### config.mk
export PLATFORM = sky130hd
export DESIGN_NAME = controler_intersectie
export DESIGN_NICKNAME = d
export VERILOG_FILES = /design/src/rtl/controler_intersectie.sv
export SDC_FILE = /design/constraint.sdc
export NUM_CORES = 1
export LEC_CHECK = 0
export CAP_MARGIN = 20
export CORE_MARGIN = 1.5
export CORE_UTILIZATION = 37
export DETAILED_ROUTE_END_ITERATION = 8
export GPL_TIMING_DRIVEN = 0
export PLACE_DENSITY_LB_ADDON = 0.3
export SLEW_MARGIN = 20
export SYNTH_ARGS = -nofsm -noshare
export SYNTH_HDL_FRONTEND = slang
export SYNTH_SLANG_ARGS = --single-unit
### constraint.sdc
create_clock -name clk -period 1.6 [get_ports clk]
set_input_delay 0.32 -clock clk [delete_from_list [all_inputs] [get_ports clk]]
set_output_delay 0.32 -clock clk [all_outputs]
set_load 0.03 [all_outputs]
### src/rtl/controler_intersectie.sv
// ---------------------------------------------------------------------------
// controler_intersectie
//   Main phase sequencer for the signalised intersection. Steps the phase
//   code through the vehicle phases (all-red, NS green/yellow, EW
//   green/yellow), optionally the pedestrian phase, and a night (flashing)
//   phase. All durations are counted in 1 s enable ticks.
//
// Ports
//   clk            system clock
//   rst            synchronous, active-high reset
//   tick_1s        one-clk enable pulse, once per second
//   buton_P        pedestrian request button (level, debounced)
//   ready_P        one-clk pulse from the pedestrian stage: cycle finished
//   mod_noapte     night mode request (level)
//   stare_semafor  current phase code (registered)
//   cerere_P       latched pedestrian request ("wait" indicator)
//   faza_noua      one-clk pulse in the first cycle a new phase is visible
//   eroare_P       sticky pedestrian watchdog flag, cleared only by rst
// ---------------------------------------------------------------------------
module controler_intersectie #(
    parameter int T_ROSU_TOT  = 2,
    parameter int T_VERDE_NS  = 20,
    parameter int T_VERDE_EW  = 15,
    parameter int T_GALBEN    = 3,
    parameter int T_P_TIMEOUT = 30,
    parameter int CNT_W       = 6
) (
    input  logic       clk,
    input  logic       rst,
    input  logic       tick_1s,
    input  logic       buton_P,
    input  logic       ready_P,
    input  logic       mod_noapte,
    output logic [2:0] stare_semafor,
    output logic       cerere_P,
    output logic       faza_noua,
    output logic       eroare_P
);

    typedef enum logic [2:0] {
        ROSU_TOT  = 3'b000,
        NS_VERDE  = 3'b001,
        NS_GALBEN = 3'b010,
        EW_VERDE  = 3'b011,
        PIETONI   = 3'b100,
        EW_GALBEN = 3'b101,
        NOAPTE    = 3'b111
    } faza_t;

    // Terminal counter values: a phase of duration T exits on the tick
    // seen while the counter holds T-1.
    localparam logic [CNT_W-1:0] LIM_ROSU  = CNT_W'(T_ROSU_TOT - 1);
    localparam logic [CNT_W-1:0] LIM_NS    = CNT_W'(T_VERDE_NS - 1);
    localparam logic [CNT_W-1:0] LIM_EW    = CNT_W'(T_VERDE_EW - 1);
    localparam logic [CNT_W-1:0] LIM_GALB  = CNT_W'(T_GALBEN - 1);
    localparam logic [CNT_W-1:0] LIM_PIET  = CNT_W'(T_P_TIMEOUT - 1);

    // The phase register is a plain vector so the unused code 110 is
    // representable and can be steered back to all-red.
    logic [2:0]       stare_q, stare_d;
    logic [CNT_W-1:0] cnt_q, cnt_d;
    logic             cerere_q, cerere_d;
    logic             faza_q, faza_d;
    logic             eroare_q, eroare_d;

    logic exp_rosu, exp_ns, exp_ew, exp_galb, exp_piet;
    logic intrare_blocata;

    assign exp_rosu = tick_1s && (cnt_q == LIM_ROSU);
    assign exp_ns   = tick_1s && (cnt_q == LIM_NS);
    assign exp_ew   = tick_1s && (cnt_q == LIM_EW);
    assign exp_galb = tick_1s && (cnt_q == LIM_GALB);
    assign exp_piet = tick_1s && (cnt_q == LIM_PIET);

    // Next phase
    always_comb begin
        stare_d  = stare_q;
        eroare_d = eroare_q;
        case (stare_q)
            ROSU_TOT: begin
                if (exp_rosu) begin
                    stare_d = mod_noapte ? NOAPTE : NS_VERDE;
                end
            end
            NS_VERDE: begin
                // Night request cuts a green short; yellow always runs full.
                if (mod_noapte || exp_ns) begin
                    stare_d = NS_GALBEN;
                end
            end
            NS_GALBEN: begin
                if (exp_galb) begin
                    stare_d = EW_VERDE;
                end
            end
            EW_VERDE: begin
                if (mod_noapte || exp_ew) begin
                    stare_d = EW_GALBEN;
                end
            end
            EW_GALBEN: begin
                if (exp_galb) begin
                    stare_d = cerere_q ? PIETONI : ROSU_TOT;
                end
            end
            PIETONI: begin
                // A normal completion in the same cycle as watchdog expiry
                // is treated as a clean exit.
                if (ready_P) begin
                    stare_d = ROSU_TOT;
                end else if (exp_piet) begin
                    stare_d  = ROSU_TOT;
                    eroare_d = 1'b1;
                end
            end
            NOAPTE: begin
                if (!mod_noapte) begin
                    stare_d = ROSU_TOT;
                end
            end
            default: begin
                stare_d = ROSU_TOT;
            end
        endcase
    end

    // Counter, request latch and phase-change pulse
    always_comb begin
        cnt_d    = cnt_q;
        cerere_d = cerere_q;
        faza_d   = (stare_d != stare_q);

        if (stare_d != stare_q) begin
            cnt_d = '0;
        end else if (tick_1s) begin
            cnt_d = cnt_q + 1'b1;
        end

        // Requests are not accepted while pedestrians walk or at night;
        // entering either phase consumes the request and beats a
        // simultaneous press.
        intrare_blocata = ((stare_d == PIETONI) && (stare_q != PIETONI)) ||
                          ((stare_d == NOAPTE)  && (stare_q != NOAPTE));
        if (intrare_blocata) begin
            cerere_d = 1'b0;
        end else if (buton_P && (stare_q != PIETONI) && (stare_q != NOAPTE)) begin
            cerere_d = 1'b1;
        end
    end

    always_ff @(posedge clk) begin
        if (rst) begin
            stare_q  <= ROSU_TOT;
            cnt_q    <= '0;
            cerere_q <= 1'b0;
            faza_q   <= 1'b0;
            eroare_q <= 1'b0;
        end else begin
            stare_q  <= stare_d;
            cnt_q    <= cnt_d;
            cerere_q <= cerere_d;
            faza_q   <= faza_d;
            eroare_q <= eroare_d;
        end
    end

    assign stare_semafor = stare_q;
    assign cerere_P      = cerere_q;
    assign faza_noua     = faza_q;
    assign eroare_P      = eroare_q;

endmodule

==> results of run 1 <==
[path summary, 6_finish.rpt]
| path | startpoint | endpoint | cells past startpoint |
|---|---|---|---|
| setup / recovery | cnt_q[0] | faza_noua | 7 |
| hold / removal | tick_1s | cnt_q[0] | 3 |
| setup reg to reg | cnt_q[0] | faza_noua | 7 |
| hold reg to reg | eroare_P | eroare_P | 2 |
[metrics by stage]
step | std cells | total power [uW] | util [%] | hold WS (ns) | instance area (um^2)
2_1_floorplan | 114 | 585 | - | 0.382 | 995
3_3_place_gp | 153 | 661 | 45.7 | 0.451 | 1120
3_5_place_dp | 153 | 665 | 45.7 | 0.479 | 1120
4_1_cts | 159 | 956 | 49.5 | 0.311 | 1220
5_1_grt | 160 | 1030 | 52.1 | 0.330 | 1280
6_report | 160 | 970 | 52.1 | 0.317 | 1280
[kinds of logic after synthesis]
logic type      share of synthesized area [%]
flops                                    25.4
xor+xnor                                 5.55
fa+ha+maj                                3.96
mux                                      1.06
compound gates                           26.0
simple gates                             31.8
buf+inv                                  6.21
[power by group]
part           internal, uW  leakage (uW)  switching (uW)  total [uW]
sequential              326     0.0000996            28.5         354
clock                   139     0.0000210             118         256
combinational           167      0.000361             192         359
[flip-flops by register name, indices dropped and copies added (netlist names)]
signal,cells
stare_semafor,3
eroare_P,1
cerere_P,1
cnt_q,6
faza_noua,1
[cells in the final DEF, fill, tap and decap left out, types with 2 or more instances in the layout]
master and count:
clkbuf_1 2, a31o_2 3, nand4_1 3, nand2_1 12, dlymetal6s2s_1 3, o311ai_2 2, xnor2_1 3, nor3_1 5
dfxtp_1 8, xor2_1 3, nor3_2 2, nand3_2 2, nor4b_4 2, a31oi_1 3, dfxtp_2 3, nand3_1 2
nor2b_1 2, dlygate4sd2_1 3, or3b_4 2, inv_1 4, clkdlybuf4s50_1 3, clkbuf_4 3, buf_4 4, nor2_1 8
o21ai_0 6, a21oi_1 4, nor3b_2 2, buf_2 2, ha_2 2
[layout make-up]
type	count	area, um^2
fill	239	1180
multi-input combinational	90	768
sequential	12	248
timing repair buffer	12	116
buffer	7	51.3
tap	30	37.5
clock buffer	4	36.3
inverter	5	21.3
[synthesized netlist by cell type, drive strengths merged (4+ instances only)]
| master | n | share of area, % |
|---|---|---|
| dfxtp | 12 | 25 |
| nand2 | 12 | 4.8 |
| nor2 | 8 | 3.2 |
| nor3 | 7 | 3.7 |
| o21ai | 6 | 3.2 |
| buf | 5 | 3.4 |
| inv | 5 | 2.0 |
| a21oi | 4 | 2.1 |
| nand3 | 4 | 2.1 |
[metal layers]
layer / up-vias / GRT usage [%] / part of all wire, %
li1: 456 / - / -
met1: 444 / 26.7 / 48
met2: 31 / 29.0 / 46
met3: 4 / 3.33 / 5.2
met4: 0 / 6.84 / 1.0
met5: - / 0 / 0
[worst register-to-register path, stage by stage, from the launching register on]
cell and delay [ns]:
dfxtp_4 0.37, inv_4 0.06, ha_4 0.12, or3b_4 0.39, o311ai_2 0.22, and3_4 0.26
o2bb2ai_4 0.17, o41a_1 0.15
[timing repair]
| item | CTS | global route |
|---|---|---|
| setup endpoints to repair | 14 | 14 |
| pin swaps | 5 | 1 |
| gates resized for setup | 9 | 12 |
| hold buffers | 0 | 0 |
| buffers inserted | 2 | 1 |
==> flow_metrics.env, run 1 <==
export IMPL_status="complete, but fails checks"
export IMPL_violations="negative setup slack"
export IMPL_finalWeightedCongestion=0.902
export IMPL_die_x_um=53.6
export IMPL_finalSetupTns_ns=-1.32
export IMPL_row_count=18
export IMPL_dr_pass1_iters=4
export IMPL_cp_max_fo=7
export IMPL_clk_transition_reported_paths_ns=0.09
export IMPL_syn_nets=123
export IMPL_viasPerCell=5.84
export IMPL_power_density_nw_per_um2=758
export IMPL_syn_avg_cell_area_um2=8.31
export IMPL_reg2reg_slack_ns=-0.18
export IMPL_ir_drop_mv=0.438
export IMPL_drcViolationCount=0
export IMPL_slowest_delay_ns=0.39
export IMPL_clock_skew_final_ns=0.00505
export IMPL_drtIter0Drc=41
export IMPL_end_kind="register"
export IMPL_worstMarginPinSlew_ns=0.508
export IMPL_place_worst_setup_slack_ns=-0.337
export IMPL_start_util_pct=38.6
export IMPL_hold_viol=0
export IMPL_synth_seq_cells=12
export IMPL_clock_latency_ns=0.28
export IMPL_rsz0062_at_grt="yes"
export IMPL_cts_tree="built"
export IMPL_period_minus_slack_ns=1.78
export IMPL_gr_usage_all_layers_pct=19.0
export IMPL_start_kind="register"
export IMPL_critPathKind="register to register"
export IMPL_drt_wl_total_um=2410
export IMPL_port_buffers=9
export IMPL_synthToLayoutAreaGrowth_pct=35.0
export IMPL_power_leakage_uw=0.000482
export IMPL_drive_above_1_share_pct=33.1
export IMPL_required_ns=1.83
export IMPL_ioPinCount=12
export IMPL_numCtsBuffers=3
export IMPL_syn_area_um2=947
export IMPL_num_vias=935
export IMPL_cts_sinks=12
export IMPL_hp_class="input port to register"
export IMPL_layout_nets=140
export IMPL_path_buf_inv=1
export IMPL_ys_flop_type="dfxtp_1"
export IMPL_grt_pass1_vias=855
export IMPL_synthCells=114
export IMPL_timing_final_ws_setup_ns=-0.182
export IMPL_core_region_area_um2=2450
export IMPL_critPathArrivalTime_ns=2.02
export IMPL_antenna_found_initial=0
export IMPL_clock_root_buffer="clkbuf_4"
export IMPL_grt_ovfl_total=0
export IMPL_timing_fmax_mhz=561
export IMPL_clock_path_buffers=2
export IMPL_yosys_warnings=0
export IMPL_htreeDepth=1
export IMPL_diodes=0
export IMPL_async_flop_share_pct=0
export IMPL_setup_viol=10
export IMPL_grt_max_degree=11
export IMPL_drv_slew=0
export IMPL_fin_crit_sh_pct=111
export IMPL_cpMaxStageDelayCell="or3b_4"
export IMPL_grt_pass1_wl_um=3980
export IMPL_slew_headroom_pct=66.2
export IMPL_chipHeight_um=53.6
export IMPL_drv_cap=0
export IMPL_ant_nets=0
export IMPL_place_hpwl_um=1710
export IMPL_synth_edf_count=0
export IMPL_crit_chain="inv_4, ha_4, or3b_4, o311ai_2, and3_4, o2bb2ai_4, o41a_1"
export IMPL_synth_cell_type_count=44
export IMPL_seq_area_frac_synth_pct=25.4
export IMPL_routedWlPerCell_um=15.0
export IMPL_fp_dieArea_um2=2870
export IMPL_path_delay_family="simple AND/OR/NAND/NOR gates"
Power figures use the tool's default switching activity.
==> run 2: changes to the inputs <==
--- a/config.mk
+++ b/config.mk
@@ -7,11 +7,11 @@
 export LEC_CHECK = 0
 export CAP_MARGIN = 20
 export CORE_MARGIN = 1.5
-export CORE_UTILIZATION = 37
+export CORE_UTILIZATION = 48
 export DETAILED_ROUTE_END_ITERATION = 8
 export GPL_TIMING_DRIVEN = 0
 export PLACE_DENSITY_LB_ADDON = 0.3
-export SLEW_MARGIN = 20
+export SLEW_MARGIN = 40
 export SYNTH_ARGS = -nofsm -noshare
 export SYNTH_HDL_FRONTEND = slang
 export SYNTH_SLANG_ARGS = --single-unit
==> run 2 against run 1 <==
The run still ends with negative setup slack left. Critical path type unchanged. Maximum frequency decreased by 2.6%. Critical path depth did not move. Sequential share of layout area is 1.0 points higher. Largest cell class unchanged. Critical endpoint unchanged. Count of clock-buffer cells in the layout decreased by 1. Clock power down 30%.
==> flow_metrics.env, run 2 (synthesis gave the netlist of run 1 again) <==
export IMPL_status="complete, but fails checks"
export IMPL_violations="negative setup slack"
export IMPL_cts_tree="built"
export IMPL_htreeDepth=1
export IMPL_grt_ovfl_total=0
export IMPL_placed_cells=148
export IMPL_viasPerCell=6.29
export IMPL_clock_path_buffers=2
export IMPL_start_util_pct=53.1
export IMPL_power_frac_clock_pct=20.3
export IMPL_drcViolationCount=0
export IMPL_worstHoldStart="tick_1s"
export IMPL_num_vias=962
export IMPL_drv_cap=0
export IMPL_p_switching_uw=316
export IMPL_layout_nets=139
export IMPL_fin_crit_sh_pct=114
export IMPL_place_worst_setup_slack_ns=-0.357
export IMPL_synthToLayoutAreaGrowth_pct=28.9
export IMPL_gr_usage_all_layers_pct=25.7
export IMPL_power_density_nw_per_um2=724
export IMPL_required_ns=1.81
export IMPL_drv_slew=0
export IMPL_timing_final_ws_setup_ns=-0.231
export IMPL_clk_transition_reported_paths_ns=0.08
export IMPL_drtIter0Drc=38
export IMPL_combPwrFrac_pct=39.8
export IMPL_dr_pass1_iters=4
export IMPL_row_count=15
export IMPL_setup_viol=9
export IMPL_hp_class="input port to register"
export IMPL_finalWeightedCongestion=0.848
export IMPL_timing_fmax_mhz=546
export IMPL_final_core_util_pct=68.5
export IMPL_power_leakage_uw=0.000471
export IMPL_routedWlPerCell_um=16.6
export IMPL_slew_headroom_pct=64.7
export IMPL_diodes=0
export IMPL_ant_nets=0
export IMPL_reg2reg_from="cnt_q[0]"
export IMPL_swShare_pct=35.7
export IMPL_grt_pass1_wl_um=4130
export IMPL_end_kind="register"
export IMPL_critPathLaunch="cnt_q[0]"
export IMPL_drt_wl_total_um=2540
export IMPL_clock_latency_ns=0.26
export IMPL_critPathKind="register to register"
export IMPL_p_int_uw=569
export IMPL_ir_drop_mv=0.515
export IMPL_clock_root_buffer="clkbuf_4"
export IMPL_cts_sinks=12
export IMPL_fp_dieArea_um2=2250
export IMPL_cp_max_fo=7
export IMPL_final_cell_mix="12 x nand2_1, 7 x nor2_1, 7 x nor3_1, 7 x dfxtp_1, 6 x o21ai_0"
export IMPL_finalSetupTns_ns=-1.80
export IMPL_die_x_um=47.4
export IMPL_critPathArrivalTime_ns=2.04
export IMPL_hold_viol=0
export IMPL_fin_cells=153
export IMPL_ioPinCount=12
export IMPL_grt_max_degree=11
export IMPL_hold_buffers=0
export IMPL_seqPwrFrac_pct=39.9
export IMPL_period_minus_slack_ns=1.83
export IMPL_rsz0062_at_grt="yes"
export IMPL_chipHeight_um=47.4
export IMPL_numCtsBuffers=3
export IMPL_largest_reg_flops=6
export IMPL_start_kind="register"
export IMPL_core_region_area_um2=1780
export IMPL_fill_cells=137
export IMPL_worstMarginPinSlew_ns=0.529
export IMPL_final_common_cell="nand2_1"
export IMPL_antenna_found_initial=0
export IMPL_grt_pass1_vias=859
export IMPL_clock_skew_final_ns=0.00423
export IMPL_drive_above_1_share_pct=29.7
export IMPL_port_buffers=9
export IMPL_place_hpwl_um=1820
export IMPL_regMostFlops="cnt_q"
run 2: critical path, stage by stage (launching register included):
cell,delay (ns)
dfxtp_4,0.37
inv_4,0.06
ha_4,0.12
or3b_4,0.41
o311ai_2,0.23
and3_4,0.26
o2bb2ai_4,0.17
o41a_1,0.16
run 2: what timing repair did:
action	CTS	global route
setup endpoints to repair	14	14
buffers inserted	1	1
hold endpoints to repair	0	0
pin swaps	3	2
gates cloned	0	0
gates resized for setup	9	8
run 2: layer usage:
layer,global-route usage (%),share of wire (%)
met1,37.9,43
met2,40.8,48
met3,2.26,7.8
met4,5.56,1.1
met5,0,0
run 2: worst paths after layout:
path                                   to  slack (ns)  cells after the start
worst max-delay path            faza_noua       -0.23                      7
worst max register to register  faza_noua       -0.23                      7
worst min-delay path             cnt_q[1]        0.34                      4
worst min register to register   eroare_P        0.47                      2
run 2: metrics by stage:
stage / hold WS, ns / cell area [um^2] / power [uW]
CTS: 0.330 / 1180 / 873
global placement: 0.452 / 1120 / 658
finish: 0.344 / 1220 / 884
floorplan: 0.382 / 995 / 585
detailed placement: 0.466 / 1120 / 668
global route: 0.365 / 1220 / 939
run 2: power by group through the flow:
stage / sequential [uW] / combinational, uW / clock (uW)
after floorplan: 380 / 205 / 0
after global placement: 356 / 302 / 0
after detailed placement: 358 / 310 / 0
after CTS: 350 / 332 / 191
after global routing: 356 / 379 / 203
final: 353 / 352 / 179
run 2: layout make-up:
| type | count | area, um^2 | area share (%) |
|---|---|---|---|
| plain buffers | 7 | 51.3 | 4.20 |
| clock buffers | 3 | 22.5 | 1.84 |
| inverters | 5 | 21.3 | 1.74 |
| multi-input cells | 90 | 737 | 60.3 |
| well taps | 25 | 31.3 | 2.56 |
| repair buffers | 11 | 109 | 8.91 |
| flip-flops and latches | 12 | 249 | 20.4 |
==> run 3: changes to the inputs <==
--- a/config.mk
+++ b/config.mk
@@ -15,3 +15,4 @@
 export SYNTH_ARGS = -nofsm -noshare
 export SYNTH_HDL_FRONTEND = slang
 export SYNTH_SLANG_ARGS = --single-unit
+export TNS_END_PERCENT = 50
==> constraint.sdc (replaced) <==
create_clock -name clk -period 1.6 [get_ports clk]
set_input_delay 0.32 -clock clk [delete_from_list [all_inputs] [get_ports clk]]
set_output_delay 0.32 -clock clk [all_outputs]
set_load 0.05 [all_outputs]
==> run 3 against run 2 <==
The flow still finishes with violations (negative setup slack). First-iteration DRC count fell by 16%. Flip-flop and latch count did not move. Combinational power rose by 2%. Setup slack improved by 0.024 ns. Die area did not move. Register-to-register slack improved by 0.02 ns. Routed wire length fell by 9.7%. Clock power rose by 15%.
==> flow_metrics.env, run 3 (synthesis gave the netlist of run 1 again) <==
export IMPL_antenna_found_initial=0
export IMPL_finalWeightedCongestion=0.874
export IMPL_rsz0062_at_grt="yes"
export IMPL_synthToLayoutAreaGrowth_pct=27.2
export IMPL_clk_transition_reported_paths_ns=0.08
export IMPL_gr_usage_all_layers_pct=23.2
export IMPL_worstMarginPinSlew_ns=0.513
export IMPL_cts_tree="built"
export IMPL_period_minus_slack_ns=1.81
export IMPL_numCtsBuffers=3
export IMPL_core_region_area_um2=1780
export IMPL_drv_cap=0
export IMPL_die_x_um=47.4
export IMPL_worst_r2r_cell_count=7
export IMPL_fp_dieArea_um2=2250
export IMPL_setup_viol=10
export IMPL_grt_max_degree=11
export IMPL_start_util_pct=53.1
export IMPL_ant_nets=0
export IMPL_start_kind="register"
export IMPL_drt_wl_total_um=2290
export IMPL_chipHeight_um=47.4
export IMPL_clock_path_buffers=2
export IMPL_clock_latency_ns=0.28
export IMPL_drtIter0Drc=32
export IMPL_hp_class="input port to register"
export IMPL_ioPinCount=12
export IMPL_port_buffers=9
export IMPL_drv_slew=0
export IMPL_violations="negative setup slack"
export IMPL_cts_sinks=12
export IMPL_drcViolationCount=0
export IMPL_hold_viol=0
export IMPL_diodes=0
export IMPL_timing_final_ws_setup_ns=-0.206
export IMPL_viasPerCell=6.05
export IMPL_grt_ovfl_total=0
export IMPL_cp_max_fo=7
export IMPL_power_leakage_uw=0.000421
export IMPL_dr_pass1_iters=4
export IMPL_power_uw=917
export IMPL_drive_above_1_share_pct=28.9
export IMPL_grt_pass1_wl_um=3600
export IMPL_fin_crit_sh_pct=113
export IMPL_row_count=15
export IMPL_final_cell_mix="12 x nand2_1, 8 x nor2_1, 7 x dfxtp_1, 6 x o21ai_0, 6 x dlygate4sd2_1"
export IMPL_reg2reg_slack_ns=-0.21
export IMPL_final_common_cell="nand2_1"
export IMPL_slowest_delay_ns=0.40
export IMPL_cpMaxStageDelayCell="or3b_4"
export IMPL_power_density_nw_per_um2=761
export IMPL_regMostFlops="cnt_q"
export IMPL_hold_buffers=0
export IMPL_routedWlPerCell_um=15.0
export IMPL_clock_root_buffer="clkbuf_4"
export IMPL_critPathKind="register to register"
export IMPL_place_hpwl_um=1650
export IMPL_clock_skew_final_ns=0.00458
export IMPL_timing_fmax_mhz=554
export IMPL_placed_cell_area_um2=1120
export IMPL_layout_nets=138
export IMPL_ir_drop_mv=0.562
export IMPL_largest_reg_flops=6
export IMPL_whs_path_depth=4
export IMPL_required_ns=1.83
export IMPL_critPathArrivalTime_ns=2.04
export IMPL_grt_pass1_vias=752
export IMPL_slew_headroom_pct=65.7
export IMPL_htreeDepth=1
export IMPL_num_vias=925
export IMPL_end_kind="register"
export IMPL_fill_cells=151
export IMPL_stdcell_area_um2=1200
export IMPL_status="complete, but fails checks"
export IMPL_crit_chain="inv_4, ha_4, or3b_4, o311ai_2, and3_4, o2bb2ai_4, o41a_1"
==> run 3: cell types whose count changed in the layout (fill, tap and decap cells not counted), sizes merged <==
| cell | previous run | this run |
|---|---|---|
| dlygate4sd2 | 3 | 6 |
| clkbuf | 5 | 6 |
| buf | 7 | 6 |
| dlymetal6s2s | 3 | 0 |
==> run 3: layout make-up <==
type / count / area (um^2) / share of cell area (%)
Multi-Input combinational cell: 90 / 733 / 60.9
Sequential cell: 12 / 251 / 20.9
Timing Repair Buffer: 10 / 90.1 / 7.48
Buffer: 7 / 51.3 / 4.26
Tap cell: 25 / 31.3 / 2.60
Clock buffer: 4 / 26.3 / 2.18
Inverter: 5 / 21.3 / 1.77
==> run 3: routing by layer <==
metal	track usage, %	wire length [um]
met1	36.9	1150
met2	31.1	976
met3	3.40	127
met4	8.33	34
met5	0	0
==> run 3: repair_timing <==
item / CTS / global route
setup buffers: 1 / 0
resized for setup: 12 / 3
pin swaps: 3 / 3
setup endpoints to repair: 17 / 11
==> run 3: final timing paths <==
path / endpoint / startpoint
setup / recovery: faza_noua / cnt_q[0]
hold / removal: cnt_q[1] / tick_1s
setup reg to reg: faza_noua / cnt_q[0]
hold reg to reg: eroare_P / eroare_P
==> run 3: power breakdown <==
group | total [uW] | internal [uW] | switching [uW]
clock network | 206 | 96.9 | 109
registers | 352 | 325 | 26.8
logic | 359 | 150 | 209
total | 917 | 572 | 345
==> run 3: worst max-delay path, delay by kind of cell (launching register included) <==
family | cells | cell delay [ns]
buffers and inverters | 1 | 0.06
and+or+nand+nor | 2 | 0.65
adders and majority gates | 1 | 0.12
AOI/OAI and AO/OA | 3 | 0.56
DFF | 1 | 0.37
==> run 3: metrics by stage <==
stage / worst slack (ns) / hold slack, ns / cells / utilization (%) / TNS (ns)
2_1_floorplan: -0.0800 / 0.379 / 114 / - / -0.445
3_3_place_gp: -0.339 / 0.451 / 148 / 62.8 / -1.57
3_5_place_dp: -0.343 / 0.461 / 148 / 62.8 / -1.86
4_1_cts: -0.206 / 0.328 / 153 / 66.7 / -1.52
5_1_grt: -0.262 / 0.343 / 153 / 67.6 / -2.07
6_report: -0.206 / 0.320 / 153 / 67.6 / -1.42
